$ cat config.mk
export PLATFORM = sky130hd
export DESIGN_NAME = seven_seg_scanner
export DESIGN_NICKNAME = d
export VERILOG_FILES = /design/src/rtl/seven_seg_scanner.sv
export SDC_FILE = /design/constraint.sdc
export NUM_CORES = 1
export LEC_CHECK = 0
export ABC_CLOCK_PERIOD_IN_PS = 2260
export BUFFER_PORTS_ARGS = -buffer_cell sky130_fd_sc_hd__buf_2
export CAP_MARGIN = 25
export CORE_UTILIZATION = 45
export CTS_BUF_LIST = sky130_fd_sc_hd__clkbuf_16
export DETAILED_ROUTE_END_ITERATION = 6
export PLACE_DENSITY_LB_ADDON = 0.05
export RECOVER_POWER = 25
export SLEW_MARGIN = 20
export SYNTH_ARGS = -nofsm -noshare
export SYNTH_HDL_FRONTEND = slang
export SYNTH_SLANG_ARGS = --single-unit
$ cat constraint.sdc
create_clock -name clk -period 2.26 [get_ports clk]
set_input_delay 0.226 -clock clk [delete_from_list [all_inputs] [get_ports clk]]
set_output_delay 0.226 -clock clk [all_outputs]
set_load 0.01 [all_outputs]
$ cat src/rtl/seven_seg_scanner.sv
// Multiplexed seven-segment scanner: refresh prescaler, frame-synchronous shadow
// registers, blanking, decimal points, leading-zero suppression and PWM brightness.
module seven_seg_scanner #(
   parameter int NUM_DIGITS  = 4,
   parameter int REFRESH_DIV = 50000,
   parameter int DUTY_BITS   = 4,
   parameter int ACTIVE_LOW  = 1
) (
   input  logic                    clk,
   input  logic                    rst,
   input  logic [5*NUM_DIGITS-1:0] digits,
   input  logic [NUM_DIGITS-1:0]   dp_in,
   input  logic [NUM_DIGITS-1:0]   blank_in,
   input  logic                    lz_en,
   input  logic [DUTY_BITS-1:0]    duty,
   output logic [NUM_DIGITS-1:0]   AN,
   output logic [6:0]              seg,
   output logic                    dp,
   output logic                    frame_tick
);

   localparam int PRESC_W = (REFRESH_DIV > 1) ? $clog2(REFRESH_DIV) : 1;
   localparam int IDX_W   = $clog2(NUM_DIGITS);
   localparam logic [PRESC_W-1:0] PRESC_LAST = PRESC_W'(REFRESH_DIV - 1);
   localparam logic [IDX_W-1:0]   IDX_LAST   = IDX_W'(NUM_DIGITS - 1);
   localparam logic               INV        = (ACTIVE_LOW != 0);

   function automatic logic [6:0] decode(input logic [4:0] code);
      case (code)
         5'h00:   return 7'h3F;
         5'h01:   return 7'h06;
         5'h02:   return 7'h5B;
         5'h03:   return 7'h4F;
         5'h04:   return 7'h66;
         5'h05:   return 7'h6D;
         5'h06:   return 7'h7D;
         5'h07:   return 7'h07;
         5'h08:   return 7'h7F;
         5'h09:   return 7'h6F;
         5'h0A:   return 7'h77;
         5'h0B:   return 7'h7C;
         5'h0C:   return 7'h39;
         5'h0D:   return 7'h5E;
         5'h0E:   return 7'h79;
         5'h0F:   return 7'h71;
         5'h11:   return 7'h40;
         5'h12:   return 7'h38;
         5'h13:   return 7'h73;
         5'h14:   return 7'h5C;
         default: return 7'h00;
      endcase
   endfunction

   logic [PRESC_W-1:0]    presc_q, presc_d;
   logic [IDX_W-1:0]      idx_q, idx_d;
   logic [4:0]            sh_code_q [NUM_DIGITS];
   logic [NUM_DIGITS-1:0] sh_dp_q, sh_blank_q;
   logic [NUM_DIGITS-1:0] an_q, an_d;
   logic [6:0]            seg_q, seg_d;
   logic                  dpo_q, dpo_d;
   logic                  tick_q;

   logic                  slot_end, frame_end;
   logic [NUM_DIGITS-1:0] lz_sup;
   logic                  dark;

   assign slot_end  = (presc_q == PRESC_LAST);
   assign frame_end = slot_end && (idx_q == IDX_LAST);

   always_comb begin
      presc_d = presc_q + 1'b1;
      idx_d   = idx_q;
      if (slot_end) begin
         presc_d = '0;
         idx_d   = (idx_q == IDX_LAST) ? '0 : idx_q + 1'b1;
      end
   end

   // A zero is suppressed only while every digit above it is also zero.
   always_comb begin : lz_scan
      logic zrun;
      zrun   = 1'b1;
      lz_sup = '0;
      for (int i = NUM_DIGITS - 1; i >= 0; i--) begin
         zrun = zrun & (sh_code_q[i] == 5'h00);
         if (i != 0) lz_sup[i] = lz_en & zrun;
      end
   end

   always_comb begin
      dark  = sh_blank_q[idx_q] | lz_sup[idx_q];
      an_d  = '0;
      seg_d = 7'h00;
      dpo_d = 1'b0;
      if (!dark) begin
         seg_d        = decode(sh_code_q[idx_q]);
         dpo_d        = sh_dp_q[idx_q];
         an_d[idx_q]  = (presc_q[DUTY_BITS-1:0] <= duty);
      end
   end

   always_ff @(posedge clk or posedge rst) begin
      if (rst) begin
         presc_q <= '0;
         idx_q   <= '0;
      end else begin
         presc_q <= presc_d;
         idx_q   <= idx_d;
      end
   end

   // Inputs are only captured at the frame boundary so a frame never tears.
   always_ff @(posedge clk or posedge rst) begin
      if (rst) begin
         for (int i = 0; i < NUM_DIGITS; i++) sh_code_q[i] <= 5'h10;
         sh_dp_q    <= '0;
         sh_blank_q <= '1;
      end else if (frame_end) begin
         for (int i = 0; i < NUM_DIGITS; i++) sh_code_q[i] <= digits[5*i +: 5];
         sh_dp_q    <= dp_in;
         sh_blank_q <= blank_in;
      end
   end

   always_ff @(posedge clk or posedge rst) begin
      if (rst) begin
         an_q   <= {NUM_DIGITS{INV}};
         seg_q  <= {7{INV}};
         dpo_q  <= INV;
         tick_q <= 1'b0;
      end else begin
         an_q   <= an_d ^ {NUM_DIGITS{INV}};
         seg_q  <= seg_d ^ {7{INV}};
         dpo_q  <= dpo_d ^ INV;
         tick_q <= frame_end;
      end
   end

   assign AN         = an_q;
   assign seg        = seg_q;
   assign dp         = dpo_q;
   assign frame_tick = tick_q;

endmodule

==> results of run 1 <==
-- power groups by stage --
stage | logic [mW] | registers, mW | clock network [mW]
2_1_floorplan | 0.114 | 1.14 | 0
3_3_place_gp | 0.189 | 1.15 | 0
3_5_place_dp | 0.191 | 1.15 | 0
4_1_cts | 0.194 | 1.13 | 1.29
5_1_grt | 0.211 | 1.14 | 1.34
6_report | 0.189 | 1.13 | 1.26
-- layer usage --
metal / part of all wire / up-vias
met1: 0.50 / 1022
met3: 0.032 / 7
met4: 0.015 / 0
met5: 0 / -
met2: 0.45 / 41
li1: - / 1020
-- worst max-delay path, stage by stage, from the launching register on --
cell and delay [ps]:
dfrtp_1 390, ha_1 220, nand3_1 130, or4_4 510, nor2_4 110, nand2_2 80, buf_12 180, mux2_4 310
-- placed cells by master (no fill, tap or decap), types with 2 or more instances in the layout --
cell and count:
buf_12 2, xor2_1 8, xnor2_1 6, nor4b_1 3
mux4_2 8, buf_4 7, clkinv_1 3, clkbuf_1 6
o21a_1 2, buf_2 41, mux2_4 9, nor3_1 2
nor2_1 24, nand4_1 3, a21o_1 3, o21ai_0 9
ha_1 15, nand2_1 18, o211ai_1 5, dfrtp_1 38
clkbuf_16 9, nor2b_1 6, a21oi_1 8, dfstp_2 20
or2_2 2, mux2_2 19, nand3_1 11, inv_1 17
-- cell type report --
type | count | area share
Clock buffer | 9 | 0.0610
Clock inverter | 7 | 0.0142
Inverter | 14 | 0.0142
Multi-Input combinational cell | 175 | 0.388
Sequential cell | 59 | 0.407
Tap cell | 77 | 0.0261
Timing Repair Buffer | 57 | 0.0895
-- metrics by stage --
stage | setup slack [ps] | instance area [um^2]
floorplan | 200 | 3040
global placement | 246 | 3410
detailed placement | 174 | 3410
CTS | 159 | 3700
global route | 99.2 | 3690
finish | 202 | 3690
-- registers in the layout, summed over array words and instances, names as in the netlist --
name        count
presc_q        16
frame_tick      1
AN              4
sh_code_q      20
seg             7
idx_q           2
sh_dp_q         4
dp              1
sh_blank_q      4
-- worst min-delay path by stage --
stage	start	slack (ps)	end	depth (start not counted)
global placement	rst	310	presc_q[13]	2
global route	dp_in[1]	130	sh_dp_q[1]	2
finish	dp_in[2]	140	sh_dp_q[2]	2
CTS	blank_in[2]	130	sh_blank_q[2]	2
detailed placement	rst	320	sh_code_q[7]	2
floorplan	blank_in[1]	370	sh_blank_q[1]	1
-- cells by family after synthesis --
kind of cell | count (synthesis)
muxes | 37
adders and majority gates | 15
and+or+nand+nor | 77
xor gates and xnor gates | 14
AOI/OAI and AO/OA | 32
DFF | 59
buffers and inverters | 24
-- repair_timing --
action / 4_1_cts / 5_1_grt
hold buffers: 1 / 0
gates resized for setup: 0 / 1
endpoints found under the setup margin: 0 / 1
hold endpoints to repair: 17 / 0
==> metrics, run 1 <==
fin nets=366; Reg2Reg Depth=7; Ant. Diodes=0; startpoint types=flip-flop; sequential share of power=0.439; P_leak=1.69 nW; grt total ovfl=0; first-pass detailed-route iteration total=6; synthesized area per cell=11.8 um^2; Vias/cell=5.25; CTS tree=built; largest net degree at the start of global routing=36; internal power=2.03 mW; final WL=5940 um; slew margin rel.=0.331; combinational power share=0.073; die span in y=approximately 84 um; Worst Path Required=approximately 2500 ps; top cells by count, synth=dfrtp_1 (39), nor2_1 (24), dfstp_2 (20), mux2_2 (19), nand2_1 (18); total negative slack=0 ps; first-pass GRT wire length=10200 um; failing checks=DRC; post-synthesis mux area share=0.177; clock power share=0.487; Worst-Margin Slew=~1000 ps; area leader, netlist=dfrtp_1; area of the multi-input gates=1430 um^2; busiest grt layer=met2; R2R Setup Slk=200 ps; met3 Track Usage GR=0.0462; Routed Antenna Nets=0; post-DP HPWL=4300 um; fin crit share=0.911; WL/cell=roughly 15 um; Hold Vio Cnt, Final=0; CP Class=reg2reg; antenna violations before repair=0; Sw Ratio=0.212; Finished Layout Cells=slightly below 400; met2 usage=0.290; top_reg_cell synth=dfrtp_1; clock latency on the worst-skew pair=320 ps; reg2reg end=sh_code_q[3]; dpl cells=381; crit-path max FO=29; CTS max path bufs=2; Post-Synth XOR/XNOR Area=0.0403; Post-Synth Adder-Cell Area=0.0617; fraction of layout cells with a size suffix above 1=0.380; area share of the largest cell type after synthesis=0.321; CP startpoint=presc_q[0]; WHS=about 140 ps; Final setup viols=0; top cells by area, synth=dfrtp_1 (32%), dfstp_2 (17%), mux2_2 (7.0%); largest family of logic cells by synthesized area=multiplexers; RSZ-0062 raised after global routing=no; Ys Warns=0; RR Startpoint=presc_q[0]; critical path endpoint category=flip-flop; f_max=roughly 490 MHz; CTS Sinks=59; simple-gate portion of the synthesized area=0.126; Setup Buffers After CTS=0; area of the core=about 6400 um^2; port bufs=47; register area=1500 um^2; post-synthesis compound-gate area fraction=0.0650; All-Layer GR Usage=0.187; vias in the first global route=2098; crit path time final=2060 ps; Yosys reg bits=slightly below 60; Fin Clk Skew=2.97 ps; Layout area overhead=21.3%; total net switching power=547 uW; Row Count=29; post-synthesis cell count=258; Num CTS Buffers=9; sequential fraction of the synthesis area=0.493; ys async rst share=1.00; total number of vias=2090; top-count cell post-synth=dfrtp_1; Worst setup endpoint=sh_code_q[3]; CTS HTree Levels=3; Clock Root Buffer=clkbuf_16; Hold Path Class=in2reg; Pwr Total=2.58 mW; Clock transition at path regs=about 50 ps; syn_nets=between 300 and 400; Worst Path Arrival=2250 ps; Post-Syn Area=3040 um^2; Die Area=7090 um^2; Worst IR Drop VDD=around 430 uV; number of max-cap violations=0; library cells used by synthesis=40; Initial DRC Count=61; initial core utilization=0.474; run status=finished, violations left; met1 global-route usage=0.249; Die X=84.2 um; pwr dens=between 600 and 700 nW/um^2; post-route DRC violation count=4; Finished Core Util=0.575; GP Congestion=about 0.90; Slew Limit Fails=0; Post-synth EDFFs=0; I/O Pins=48; fillers=around 540
(Power assumes the default switching activity.)
==> inputs of run 2 (changes only) <==
--- a/config.mk
+++ b/config.mk
@@ -8,7 +8,9 @@
 export ABC_CLOCK_PERIOD_IN_PS = 2260
 export BUFFER_PORTS_ARGS = -buffer_cell sky130_fd_sc_hd__buf_2
 export CAP_MARGIN = 25
-export CORE_UTILIZATION = 45
+export CELL_PAD_IN_SITES_DETAIL_PLACEMENT = 1
+export CELL_PAD_IN_SITES_GLOBAL_PLACEMENT = 2
+export CORE_UTILIZATION = 37
 export CTS_BUF_LIST = sky130_fd_sc_hd__clkbuf_16
 export DETAILED_ROUTE_END_ITERATION = 6
 export PLACE_DENSITY_LB_ADDON = 0.05
==> constraint.sdc (replaced) <==
create_clock -name clk -period 2.26 [get_ports clk]
set_input_delay 0.113 -clock clk [delete_from_list [all_inputs] [get_ports clk]]
set_output_delay 0.113 -clock clk [all_outputs]
set_load 0.01 [all_outputs]
==> metrics, run 2 (synthesis results as in run 1) <==
CTS max path bufs=2; startpoint types=flip-flop; Routed Antenna Nets=0; Worst IR Drop VDD=284 uV; Sw Ratio=0.221; All-Layer GR Usage=0.178; vias in the first global route=2345; RSZ-0062 raised after global routing=no; total negative slack=0 ps; R2R Setup Slk=190 ps; Finished Layout Cells=~430; Die Area=8590 um^2; f_max=approximately 480 MHz; critical path endpoint category=flip-flop; CTS Sinks=59; Worst Path Arrival=between 2000 and 2500 ps; CP startpoint=presc_q[0]; sequential share of power=0.408; Hold Vio Cnt, Final=0; pwr dens=734 nW/um^2; Clock Root Buffer=clkbuf_16; post-DP HPWL=~5000 um; total number of vias=2128; Fin Clk Skew=6.19 ps; CTS HTree Levels=3; most frequent cells in the layout=buf_2 (42), dfrtp_1 (38), nor2_1 (24); Worst-Margin Slew=1090 ps; clock latency on the worst-skew pair=320 ps; slew margin rel.=0.274; total net switching power=615 uW; Hold Path Class=in2reg; Num CTS Buffers=9; area post-placement=3460 um^2; fin nets=approximately 370; clock power share=0.523; Worst setup endpoint=sh_code_q[3]; WL/cell=15.9 um; area of the core=7850 um^2; I/O Pins=48; RR Startpoint=presc_q[0]; Initial DRC Count=89; Largest register FFs=20; post-route DRC violation count=0; die span in y=slightly above 90 um; Layout area overhead=24.4%; dpl cells=409; Reg with most FFs=sh_code_q; Final setup viols=0; Clock transition at path regs=60 ps; Die X=92.7 um; P_leak=1.71 nW; reg2reg end=sh_code_q[3]; Reg2Reg Depth=7; first-pass GRT wire length=11700 um; crit path time final=2070 ps; first-pass detailed-route iteration total=4; Row Count=32; initial core utilization=0.388; leading cell type in the layout, fill and taps excluded=buf_2; grt total ovfl=0; Vias/cell=between 4 and 5; Slew Limit Fails=0; CTS tree=built; final WL=between 6000 and 7000 um; GP Congestion=0.771; antenna violations before repair=0; fin crit share=0.917; Final WS setup=187 ps; run status=completed; Ant. Diodes=0; CP Class=reg2reg; Pwr Total=2.78 mW; Final Cell Area=3790 um^2; largest net degree at the start of global routing=34; crit-path max FO=29; fraction of layout cells with a size suffix above 1=0.407; dpl ws=60.2 ps; internal power=2.16 mW; port bufs=47; combinational power share=0.070; number of max-cap violations=0; Worst Path Required=approximately 2500 ps
==> run 2: changes by cell type in the layout (fill, tap and decap cells not counted) <==
cell,before,now
clkinvlp_4,0,3
inv_1,17,14
clkbuf_1,6,5
buf_4,7,10
clkinv_2,0,2
clkinv_1,3,0
bufinv_16,1,2
buf_2,41,42
==> run 2: how the worst min path moves through the flow <==
stage / to / depth (start not counted) / startpoint / slack [ps]
after floorplan: sh_blank_q[1] / 1 / blank_in[1] / 260
after global placement: sh_dp_q[3] / 2 / rst / 220
after detailed placement: sh_dp_q[3] / 2 / rst / 220
after CTS: sh_dp_q[2] / 2 / dp_in[2] / 3
after global routing: sh_dp_q[0] / 2 / dp_in[0] / 10
final: sh_dp_q[0] / 2 / dp_in[0] / 20
==> run 2: repair_timing <==
action / CTS / global route
setup buffers: 0 / 0
hold endpoints to repair: 16 / 0
hold buffers: 1 / 0
resized for setup: 0 / 1
setup endpoints to repair: 0 / 3
==> run 2: critical path: stages (launching register included) <==
cell and delay, ps:
dfrtp_1 390, ha_1 230, nand3_1 130, or4_4 510, nor2_4 110, nand2_2 80
buf_12 180, mux2_4 310
==> run 2: per-layer routing <==
metal,up-vias,global-route usage,wire [um],part of all wire
li1,1021,-,-,-
met1,1066,0.235,3170,0.47
met2,33,0.283,3310,0.49
met3,8,0.0353,202,0.030
met4,0,0.0782,110,0.016
met5,-,0,0,0
==> run 2: cell type report <==
| cell class | count | area (um^2) |
|---|---|---|
| clock buffer | 9 | 225 |
| tap | 102 | 128 |
| timing repair buffer | 60 | 354 |
| multi-input combinational | 175 | 1430 |
| clock inverter | 7 | 92.6 |
| fill | 875 | 4060 |
| sequential | 59 | 1500 |
| inverter | 14 | 52.6 |
==> run 2: through the flow <==
stage / hold WS (ps) / util
3_5_place_dp: 225 / 0.441
5_1_grt: 10.7 / 0.482
2_1_floorplan: 261 / -
4_1_cts: 2.61 / 0.483
3_3_place_gp: 219 / 0.441
6_report: 17.2 / 0.482
==> run 2: power groups by stage <==
stage	Sequential (mW)	Clock, mW	Combinational, mW
3_3_place_gp	1.15	0	0.196
4_1_cts	1.13	1.49	0.201
2_1_floorplan	1.14	0	0.114
5_1_grt	1.14	1.53	0.220
3_5_place_dp	1.15	0	0.199
6_report	1.13	1.45	0.194
==> inputs of run 3 (changes only) <==
--- a/config.mk
+++ b/config.mk
@@ -8,9 +8,7 @@
 export ABC_CLOCK_PERIOD_IN_PS = 2260
 export BUFFER_PORTS_ARGS = -buffer_cell sky130_fd_sc_hd__buf_2
 export CAP_MARGIN = 25
-export CELL_PAD_IN_SITES_DETAIL_PLACEMENT = 1
-export CELL_PAD_IN_SITES_GLOBAL_PLACEMENT = 2
-export CORE_UTILIZATION = 37
+export CORE_UTILIZATION = 45
 export CTS_BUF_LIST = sky130_fd_sc_hd__clkbuf_16
 export DETAILED_ROUTE_END_ITERATION = 6
 export PLACE_DENSITY_LB_ADDON = 0.05
==> metrics, run 3 (synthesis results as in run 1) <==
total number of vias=2083; reg2reg end=seg[3]; Reg2Reg Depth=6; Hold Vio Cnt, Final=0; Layout area overhead=22.1%; Hold Path Class=in2reg; pwr dens=731 nW/um^2; Row Count=29; grt total ovfl=0; fin crit share=0.908; Worst Path Required=around 2500 ps; worst-path cell chain=mux4_2 > inv_1 > ha_1 > o21ai_0 > a21oi_1 > o211ai_1; Initial DRC Count=117; hold wc startpoint=digits[12]; CTS max path bufs=2; first-pass detailed-route iteration total=6; dpl cells=around 380; first-pass GRT wire length=10000 um; GP Congestion=roughly 0.9; final WL=5700 um; Clock transition at path regs=50 ps; Largest register FFs=20; R2R Setup Slk=210 ps; Routed Antenna Nets=0; WL/cell=14.3 um; Clock Root Buffer=clkbuf_16; CTS tree=built; post-route DRC violation count=4; leading cell type in the layout, fill and taps excluded=buf_2; Crit-path slowest cell=mux4_2; Fin Clk Skew=around 7.5 ps; CTS Sinks=59; area of the multi-input gates=roughly 1400 um^2; CP Buf/Inv Count=1; port bufs=47; Crit path largest cell delay=about 640 ps; Pwr Total=approximately 2.7 mW; crit path time final=just over 2000 ps; fin nets=between 300 and 400; post-DP HPWL=4160 um; largest net degree at the start of global routing=60; Hold Path Cell Cnt=2; slew margin rel.=0.0713; Crit path max-delay family=multiplexers; CTS HTree Levels=3; total negative slack=0 ps; Ant. Diodes=0; die span in y=around 84 um; register area=between 1500 and 2000 um^2; P_leak=between 1.5 and 2 nW; initial core utilization=0.474; fraction of layout cells with a size suffix above 1=0.408; Worst Path Arrival=2280 ps; vias in the first global route=2056; startpoint types=flip-flop; critical path endpoint category=flip-flop; antenna violations before repair=0; CP Class=reg2reg; run status=finished, violations left; All-Layer GR Usage=0.183; area post-placement=approximately 3400 um^2; number of max-cap violations=0; Die Area=7090 um^2; Hold EP=sh_code_q[7]; Final Cell Area=3710 um^2; most frequent cells in the layout=buf_2 (47), dfrtp_1 (39), nor2_1 (24); Vias/cell=5.23; Worst-Margin Slew=1390 ps; Final setup viols=0; fillers=549; Die X=roughly 84 um; Finished Layout Cells=398; RSZ-0062 raised after global routing=no; failing checks=DRC; area of the core=around 6400 um^2; Slew Limit Fails=0; Reg with most FFs=sh_code_q; Num CTS Buffers=9; RR Startpoint=idx_q[0]; crit-path max FO=7; I/O Pins=48; clock latency on the worst-skew pair=320 ps; Worst IR Drop VDD=370 uV; f_max=487 MHz
==> run 3: how the worst max path moves through the flow <==
stage | to | start | slack, ps | depth (start not counted)
floorplan | sh_code_q[0] | presc_q[0] | 200 | 8
global placement | seg[0] | idx_q[0] | 250 | 5
detailed placement | seg[0] | idx_q[0] | 200 | 5
CTS | seg[3] | idx_q[0] | 200 | 6
global route | seg[3] | idx_q[0] | 40 | 6
finish | seg[3] | idx_q[0] | 210 | 6
==> run 3: repair_timing <==
item | in CTS | in global routing
hold buffers | 1 | 0
setup buffers | 0 | 0
endpoints found under the hold margin | 39 | 0
gates resized for setup | 0 | 0
==> run 3: stage by stage <==
stage | utilization | setup WS, ps | hold WS [ps]
global placement | 0.531 | 253 | 198
global route | 0.578 | 43.8 | 9.54
detailed placement | 0.531 | 205 | 197
floorplan | - | 200 | 261
CTS | 0.581 | 196 | 15.6
finish | 0.578 | 208 | 22.3
==> run 3: power by group <==
| part | internal, mW | switching, mW | total, mW |
|---|---|---|---|
| sequential | 1.11 | 0.0233 | 1.13 |
| combinational | 0.0922 | 0.0919 | 0.184 |
| clock | 0.951 | 0.449 | 1.40 |
| total | 2.15 | 0.565 | 2.72 |
==> run 3: metal layers <==
layer / wire [um] / up-vias / GRT usage / share of wire
met2: 2570 / 47 / 0.273 / 0.45
met1: 2840 / 1004 / 0.259 / 0.50
met5: 0 / - / 0 / 0
li1: - / 1023 / - / -
met3: 211 / 9 / 0.0452 / 0.037
met4: 76 / 0 / 0.0690 / 0.013
==> run 3: area by class of cell <==
class	count	area share
Sequential cell	59	0.404
Tap cell	77	0.0259
Clock buffer	9	0.0606
Clock inverter	7	0.0229
Timing Repair Buffer	57	0.0869
Multi-Input combinational cell	175	0.385
Inverter	14	0.0141
